[src/rtl/loader_pkg.sv]
// Shared types and constants for the UART boot loader.
package loader_pkg;

  typedef enum logic [2:0] {
    IDLE,
    LEN,
    DATA,
    CSUM,
    DONE,
    ERR
  } state_t;

  localparam logic [7:0]  DEF_SYNC    = 8'hA5;
  localparam int unsigned CLK_HZ      = 100_000_000;
  localparam int unsigned BAUD        = 9600;
  localparam int unsigned BIT_CYCLES  = CLK_HZ / BAUD;
  localparam int unsigned TIMEOUT_CYC = 100 * BIT_CYCLES;

  // States in which a packet is being received
  function automatic logic is_busy(input state_t s);
    return (s == LEN) || (s == DATA) || (s == CSUM);
  endfunction

endpackage

[src/rtl/byte_timeout.sv]
// Idle counter between received bytes; flags expiry when the count hits LIMIT.
module byte_timeout #(
  parameter int unsigned LIMIT = 1_041_600
) (
  input  logic clk,
  input  logic clr,
  input  logic i_clear,
  input  logic i_enable,
  output logic o_expired_c
);

  localparam int unsigned CNT_W = $clog2(LIMIT + 1);

  logic [CNT_W-1:0] r_cnt;

  assign o_expired_c = (r_cnt == CNT_W'(LIMIT));

  // Saturates at LIMIT so expiry stays asserted until the owner reacts
  always_ff @(posedge clk or negedge clr) begin
    if (!clr) begin
      r_cnt <= '0;
    end else if (i_clear) begin
      r_cnt <= '0;
    end else if (i_enable && !o_expired_c) begin
      r_cnt <= r_cnt + CNT_W'(1);
    end
  end

endmodule

[src/rtl/uart_loader.sv]
// Frames rx bytes as sync/length/payload/checksum, writes the payload to memory
// and releases the CPU only after a packet with a good checksum.
module uart_loader
  import loader_pkg::*;
#(
  parameter int unsigned ADDR_W  = 8,
  parameter logic [7:0]  SYNC    = DEF_SYNC,
  parameter int unsigned TIMEOUT = TIMEOUT_CYC
) (
  input  logic              clk,
  input  logic              clr,
  input  logic [7:0]        rx_data,
  input  logic              rx_ready,
  output logic              mem_we,
  output logic [ADDR_W-1:0] mem_addr,
  output logic [7:0]        mem_wdata,
  output logic              cpu_run,
  output logic              busy,
  output logic              err
);

  state_t            r_state;
  state_t            w_state_nxt;
  logic              r_ready_q;
  logic              w_strobe;
  logic              w_expired;
  logic              w_wr;
  logic              w_len_ld;
  logic              w_last;
  logic [7:0]        r_len;
  logic [7:0]        r_sum;
  logic [7:0]        r_idx;
  logic [ADDR_W-1:0] r_addr;
  logic              r_mem_we;
  logic [7:0]        r_mem_wdata;
  logic              r_cpu_run;
  logic              r_busy;
  logic              r_err;

  assign w_strobe = rx_ready & ~r_ready_q;
  assign w_last   = ((r_idx + 8'd1) == r_len);

  byte_timeout #(
    .LIMIT(TIMEOUT)
  ) u_timeout (
    .clk        (clk),
    .clr        (clr),
    .i_clear    (w_strobe | (w_state_nxt != r_state)),
    .i_enable   (is_busy(r_state)),
    .o_expired_c(w_expired)
  );

  always_ff @(posedge clk or negedge clr) begin
    if (!clr) begin
      r_state <= IDLE;
    end else begin
      r_state <= w_state_nxt;
    end
  end

  // Timeout has priority over a byte arriving in the same cycle
  always_comb begin
    w_state_nxt = r_state;
    w_wr        = 1'b0;
    w_len_ld    = 1'b0;
    if (w_expired && is_busy(r_state)) begin
      w_state_nxt = ERR;
    end else if (w_strobe) begin
      case (r_state)
        IDLE, DONE, ERR: begin
          if (rx_data == SYNC) w_state_nxt = LEN;
        end
        LEN: begin
          w_len_ld    = 1'b1;
          w_state_nxt = (rx_data != 8'd0) ? DATA : CSUM;
        end
        DATA: begin
          w_wr = 1'b1;
          if (w_last) w_state_nxt = CSUM;
        end
        CSUM: begin
          w_state_nxt = (rx_data == r_sum) ? DONE : ERR;
        end
        default: w_state_nxt = IDLE;
      endcase
    end
  end

  // Address advances the cycle after the write strobe so the write sees the old value
  always_ff @(posedge clk or negedge clr) begin
    if (!clr) begin
      r_ready_q   <= 1'b0;
      r_len       <= 8'd0;
      r_sum       <= 8'd0;
      r_idx       <= 8'd0;
      r_addr      <= '0;
      r_mem_we    <= 1'b0;
      r_mem_wdata <= 8'd0;
      r_cpu_run   <= 1'b0;
      r_busy      <= 1'b0;
      r_err       <= 1'b0;
    end else begin
      r_ready_q <= rx_ready;
      r_mem_we  <= w_wr;
      if (w_wr) r_mem_wdata <= rx_data;
      if (w_len_ld) begin
        r_len  <= rx_data;
        r_sum  <= 8'd0;
        r_idx  <= 8'd0;
        r_addr <= '0;
      end else begin
        if (w_wr) begin
          r_sum <= r_sum + rx_data;
          r_idx <= r_idx + 8'd1;
        end
        if (r_mem_we) r_addr <= r_addr + ADDR_W'(1);
      end
      r_cpu_run <= (w_state_nxt == DONE);
      r_busy    <= is_busy(w_state_nxt);
      r_err     <= (w_state_nxt == ERR);
    end
  end

  assign mem_we    = r_mem_we;
  assign mem_addr  = r_addr;
  assign mem_wdata = r_mem_wdata;
  assign cpu_run   = r_cpu_run;
  assign busy      = r_busy;
  assign err       = r_err;

endmodule

[config.mk]
export PLATFORM = sky130hd
export DESIGN_NAME = uart_loader
export DESIGN_NICKNAME = d
export VERILOG_FILES = /design/src/rtl/loader_pkg.sv /design/src/rtl/byte_timeout.sv /design/src/rtl/uart_loader.sv
export SDC_FILE = /design/constraint.sdc
export NUM_CORES = 1
export LEC_CHECK = 0
export BUFFER_PORTS_ARGS = -buffer_cell sky130_fd_sc_hd__buf_2
export CAP_MARGIN = 20
export CORE_MARGIN = 10
export CORE_UTILIZATION = 45
export DETAILED_ROUTE_END_ITERATION = 7
export PLACE_DENSITY = 0.68
export SETUP_SLACK_MARGIN = 0.4
export SLEW_MARGIN = 20
export SYNTH_ARGS = -nofsm -noshare
export SYNTH_HDL_FRONTEND = slang
export SYNTH_SLANG_ARGS = --single-unit
[constraint.sdc]
create_clock -name clk -period 3.4 [get_ports clk]
set_clock_uncertainty 0.05 [all_clocks]
set_input_delay 0.51 -clock clk [delete_from_list [all_inputs] [get_ports clk]]
set_output_delay 0.51 -clock clk [all_outputs]
set_load 0.02 [all_outputs]
== Yosys cells after proc, flatten, opt, wreduce, memory -nomap -nowiden ==
Index checks and enable logic that the tools add are counted.

* Register bits: 68
* Latch bits: 0
* Memory bits (writable): 0
* Bits in read-only memories: 0
* Input bits: 11
* Output and inout port bits: 20
* Word-level logic and storage cells: 68
* Memories: 0

* Add/subtract/negate cells: 4
* Multiply operators: 0
* Divide/modulo/power cells: 0
* $lt $le $gt $ge: 0
* Equal/unequal tests: 15
* Shift-type cells: 0
* Multiplexer cells: 21
* Bitwise gates (word level): 3
* Reductions and logical operators: 13

{| class="wikitable"
|+ Operator list
! cell !! count
|-
| 2-to-1 mux 8 bit || 6
|-
| 2-to-1 mux 20 bit || 2
|-
| adder 20 x 1 -> 20 bit, second input constant || 1
|-
| == test 20 bit, second input constant || 1
|-
| adder 8 x 1 -> 8 bit, second input constant || 2
|-
| == test 8 bit || 2
|-
| == test 3 x 2 -> 1 bit, second input constant || 4
|-
| == test 3 bit, second input constant || 4
|-
| 2-to-1 mux 3 bit || 4
|-
| case mux 3 bit (4 select lines) || 1
|-
| adder 8 bit || 1
|-
| == test 8 bit, second input constant || 1
|-
| 2-to-1 mux 1 bit || 8
|-
| nonzero test 8 bit || 1
|-
| == test 3 x 1 -> 1 bit, second input constant || 2
|-
| nonzero test 2 bit || 3
|-
| logical OR 1 bit || 4
|-
| zero test 3 bit || 1
|-
| inequality test 3 bit || 1
|-
| OR reduction 3 bit || 1
|-
| logical AND 1 bit || 2
|-
| bitwise AND 1 bit || 1
|-
| zero test 1 bit || 1
|-
| inverter 1 bit || 1
|-
| OR 1 bit || 1
|}

== Depth between registers and ports, before layout ==
* Word-level depth: 9
* Depth in mapped cells: 10
* Mapped depth without buffers: 9

== Cells and area by module ==
A second synthesis with hierarchy kept.

* Cell total of the unflattened synthesis: 413
* Area total of the unflattened synthesis: 3768.6 um2

{| class="wikitable"
|+ By module, submodules not included
! module !! instances !! cells an instance !! area each (um2) !! seq. area each (um2)
|-
| uart_loader || 1 || 293 || 2621.3 || 1201.2
|-
| byte_timeout || 1 || 120 || 1147.4 || 500.5
|}

== Worst setup path after synthesis ==
No wires, ideal clock.

* Path kind: register to register
* From: register u_timeout.r_cnt[11]
* To: register r_len[0]
* Library setup time: 0.125 ns
* Arrival time: 2.257 ns
* Data required time: 3.225 ns
* Path slack: 0.968 ns
* Stages on the path, launching flop included: 8
* Path buffers: 2
* Path through: dfrtp_1 > or4b_1 > or4_1 > buf_2 > nor4_4 > nor2_2 > buf_6 > mux2_4

* Longest elaborated chain between the ends: 3

{| class="wikitable"
|+ Ends and longest elaborated chain
! element !! line !! RTL
|-
| start, declared || byte_timeout.sv:14 || <nowiki>logic [CNT_W-1:0] r_cnt;</nowiki>
|-
| start signal, assigned || byte_timeout.sv:25 || <nowiki>r_cnt <= r_cnt + CNT_W'(1);</nowiki>
|-
| == test 20 bit || byte_timeout.sv:16 || <nowiki>assign o_expired_c = (r_cnt == CNT_W'(LIMIT));</nowiki>
|-
| logical AND 1 bit || uart_loader.sv:66 || <nowiki>if (w_expired && is_busy(r_state)) begin</nowiki>
|-
| 2-to-1 mux 1 bit || uart_loader.sv:66 ||
|-
| end signal, assigned || uart_loader.sv:107 || <nowiki>r_len <= rx_data;</nowiki>
|-
| end, declared || uart_loader.sv:30 || <nowiki>logic [7:0] r_len;</nowiki>
|}

Every way passes these cells.
A chain may end at the register's enable or synchronous reset.

== Worst setup path after layout ==
* From: register u_timeout.r_cnt[11]
* To: register r_idx[4]

* Longest elaborated chain between the ends: 4
* Elaborated cells on any way between the ends: 6
* Classes of those cells: 1 x eq/ne; 3 x mux; 2 x reduce/logical

{| class="wikitable"
|+ Ends and longest elaborated chain
! element !! line !! RTL
|-
| == test 20 bit (*) || byte_timeout.sv:16 ||
|-
| logical AND 1 bit (*) || uart_loader.sv:66 ||
|-
| 2-to-1 mux 1 bit || uart_loader.sv:66 ||
|-
| 2-to-1 mux 8 bit / nonzero test 2 bit (equally long branches) || - ||
|-
| end signal, assigned || uart_loader.sv:114 || <nowiki>r_idx <= r_idx + 8'd1;</nowiki>
|-
| end, declared || uart_loader.sv:32 || <nowiki>logic [7:0] r_idx;</nowiki>
|}

Every way passes the cells marked *; elsewhere a longest branch is shown, timed or not.

==> run summary <==
Worst-case reg-to-reg path depth: 6
Number of antenna repair diodes: 0
Min Tclk post-route: 2.656 ns
Number of buffers inserted by post-CTS setup repair: 0
Most frequent cells in the layout: 68 x dfrtp_1, 48 x nor2_1, 30 x buf_2
Worst stage delay on the critical path: 0.57 ns
Critical Path End Type: register
Area share of and/or/nand/nor cells after synthesis: 19.72%
Number of gates resized after cts: 0
Headroom to the max-slew limit: 46.03%
Detailed Route WL: 7436 um
Number of clock sinks: 68
CTS tree: done
Number of hold-repair buffers added at the cts stage: 0
Synthesized-area fraction occupied by adder cells: 4.321%
Classification of the worst setup path: reg2reg
DPL Wire Length: 5421 um
Syn Nets: 387
Synthesized instance count: 364
Post-layout nets: 422
Global-route wire length before repair: 12700 um
Worst slack after detailed placement: 0.7197 ns
Status: finished clean
Largest net degree at the start of global routing: 29
Total CTS buffers: 9
Antenna violations before repair: 0
Cell variety after synth: 50
Area growth syn-to-layout: 13.79%
Clock insertion delay at the later pin of the skew report: 0.35 ns
Post-synth top flop: dfrtp_1
Remaining number of nets flagged by the antenna check after routing: 0
Critical Path Fanout Max: 16
Destination of the worst register-to-register timing path: r_idx[4]
Highest-delay cell along the critical path: or4_1
Number of enable flip-flop cells after synthesis: 0
Die X: 110.0 um
Number of synthesis warnings: 0
Flop-to-flop setup slack: 0.74 ns
Worst R2R Start: u_timeout.r_cnt[11]
Count of unresolved DRC violations after routing: 0
Compound-Gate Fraction of Synth Area: 9.294%
Final max-slew violation count: 0
Maximum clock insertion buffer count: 2
Fraction of final layout cells with drive strength greater than 1: 18.56%
Synthesized flop and latch total: 68
Proportion of synthesized flip-flops having asynchronous set or reset: 100.0%
Final Hold Violating Endpoints: 0
I/O Buffers: 30
Max-cap viol count: 0
Bufs and invs on worst path: 1
Final worst setup slack: 0.7443 ns
Data arrival time of the critical path: 2.88 ns
Setup-violating endpoint count in the final report: 0
Number of H-tree levels: 3
Transition at the pin with the smallest max-transition slack: 0.8087 ns
Final std cell area, no fill: 0.004151 mm2
Count of placed standard cells in the final layout, fillers left out: 506
Routability-driven placement congestion ratio: 0.7837
Worst setup SP type: register
Post-detailed-route via-to-cell ratio: 5.368
Post-Syn Area per Cell: 10.02 um2
Core box area: 0.007807 mm2
GRT Overall Usage: 13.25%
First-pass iteration count of the detailed router: 4
Row cnt: 32
Die height: 110.0 um
Congestion Overflow GR: 0
Commonest non-fill, non-tap cell in the layout: dfrtp_1
CP Depth: 6
Cell family with most CP delay: simple AND/OR/NAND/NOR gates
Total Neg Setup Slack: 0 ns
Proportion of synthesized area in mux cells: 7.270%
Combined area of all synthesized cells: 0.003648 mm2
Setup repair after global routing missed its margin: no
Xor-xnor portion of the synthesized cell area: 9.122%
Period utilization: 78.11%
Cell chain of the critical path: or4b_1, or4_1, nor4_4, nor2_2, buf_4, a21oi_1
Number of top-level design ports: 31
Power density over the cells: 794.8 mW/mm2
Total via count in the routed design: 2716
Floorplan die area: 0.01211 mm2
Effective utilization at floorplan: 46.73%
Root Buffer: clkbuf_8
Top achievable clock speed: 376.6 MHz
Placed insts: 490
Placed cell areas: 0.003902 mm2
Path class of the lowest-slack min-delay path: in2async
Static leakage: 0.001801 uW
Clock-pin transition on the worst setup and hold timing paths: 0.08 ns
Worst-case vdd ir drop: 406.5 uV
Crit path required time: 3.62 ns
Vias in the first global route: 2712
Dominant combinational cell family by area after synthesis: simple AND/OR/NAND/NOR gates
Drt first-iter violations: 66
Routed wirelength normalized by instance count: 14.70 um
Sequential element share of the synthesized area: 46.64%
metrics by stage:
| step | power (uW) | hold slack, ns | utilization (%) |
|---|---|---|---|
| floorplan | 2168 | 0.1644 | - |
| global placement | 2460 | 0.4161 | 49.98 |
| detailed placement | 2511 | 0.4252 | 49.98 |
| CTS | 3339 | 0.06385 | 53.17 |
| global route | 3543 | 0.08116 | 53.17 |
| finish | 3300 | 0.05653 | 53.17 |
how the worst max path moves through the flow:
stage                        start       end  slack [ns]
3_3_place_gp   u_timeout.r_cnt[11]  r_len[1]        0.83
3_5_place_dp   u_timeout.r_cnt[11]  r_idx[4]        0.72
2_1_floorplan  u_timeout.r_cnt[11]  r_len[0]        0.97
6_report       u_timeout.r_cnt[11]  r_idx[4]        0.74
5_1_grt         u_timeout.r_cnt[9]  r_idx[4]        0.56
4_1_cts        u_timeout.r_cnt[11]  r_idx[4]        0.73
kinds of logic after synthesis:
logic type	Yosys count
AND/OR/NAND/NOR	142
buffers and inverters	28
flip-flops	68
AO/OA/AOI/OAI	54
XOR/XNOR	38
adder cells (fa/ha/maj)	12
multiplexers	22
sequential cells by signal, indices dropped and copies added (netlist names):
signal,flops
mem_wdata,8
r_ready_q,1
cpu_run,1
busy,1
r_state,3
err,1
mem_addr,8
r_len,8
r_sum,8
mem_we,1
r_idx,8
u_timeout.r_cnt,20
cell type report:
class | count | area (um2)
clock inverters | 6 | 111.4
multi-input cells | 268 | 1814
fillers | 716 | 3656
flip-flops and latches | 68 | 1702
repair buffers | 37 | 202.7
inverters | 15 | 56.30
clock buffers | 10 | 137.6
well taps | 102 | 127.6
cell usage after synthesis, types with 2 or more instances:
cell type,count,area share [%]
dfrtp_1,68,47
nor2_1,48,4.9
xnor2_1,25,6.0
nand2_1,21,2.2
o21ai_0,19,2.6
a21oi_1,15,2.1
inv_1,15,1.5
xor2_1,13,3.1
ha_1,11,3.8
nand3_1,11,1.5
nor3_1,11,1.5
nand4_1,10,1.7
or3_1,10,1.7
mux2_2,8,2.5
mux2_4,7,2.9
mux2i_1,7,1.9
clkbuf_1,6,0.62
nor4_1,6,1.0
nor2b_1,5,0.86
and3_1,4,0.69
buf_2,4,0.55
buf_6,3,0.93
o211ai_1,3,0.62
or4_1,3,0.62
a31oi_1,2,0.34
and2_1,2,0.34
nor3b_1,2,0.41
o2111ai_1,2,0.48
or2_2,2,0.34
layer usage:
| metal | wire length [um] | part of all wire [%] | vias up | global-route usage [%] |
|---|---|---|---|---|
| li1 | - | - | 1340 | - |
| met1 | 3356 | 45 | 1324 | 15.86 |
| met2 | 3668 | 49 | 44 | 21.68 |
| met3 | 311 | 4.2 | 8 | 3.714 |
| met4 | 100 | 1.3 | 0 | 6.134 |
| met5 | 0 | 0 | - | 0 |
power by group:
part	switching, uW	internal (uW)	total (uW)
combinational	682	539	1220
clock	301	507	807
sequential	223	1050	1270
(Power assumes the default switching activity.)
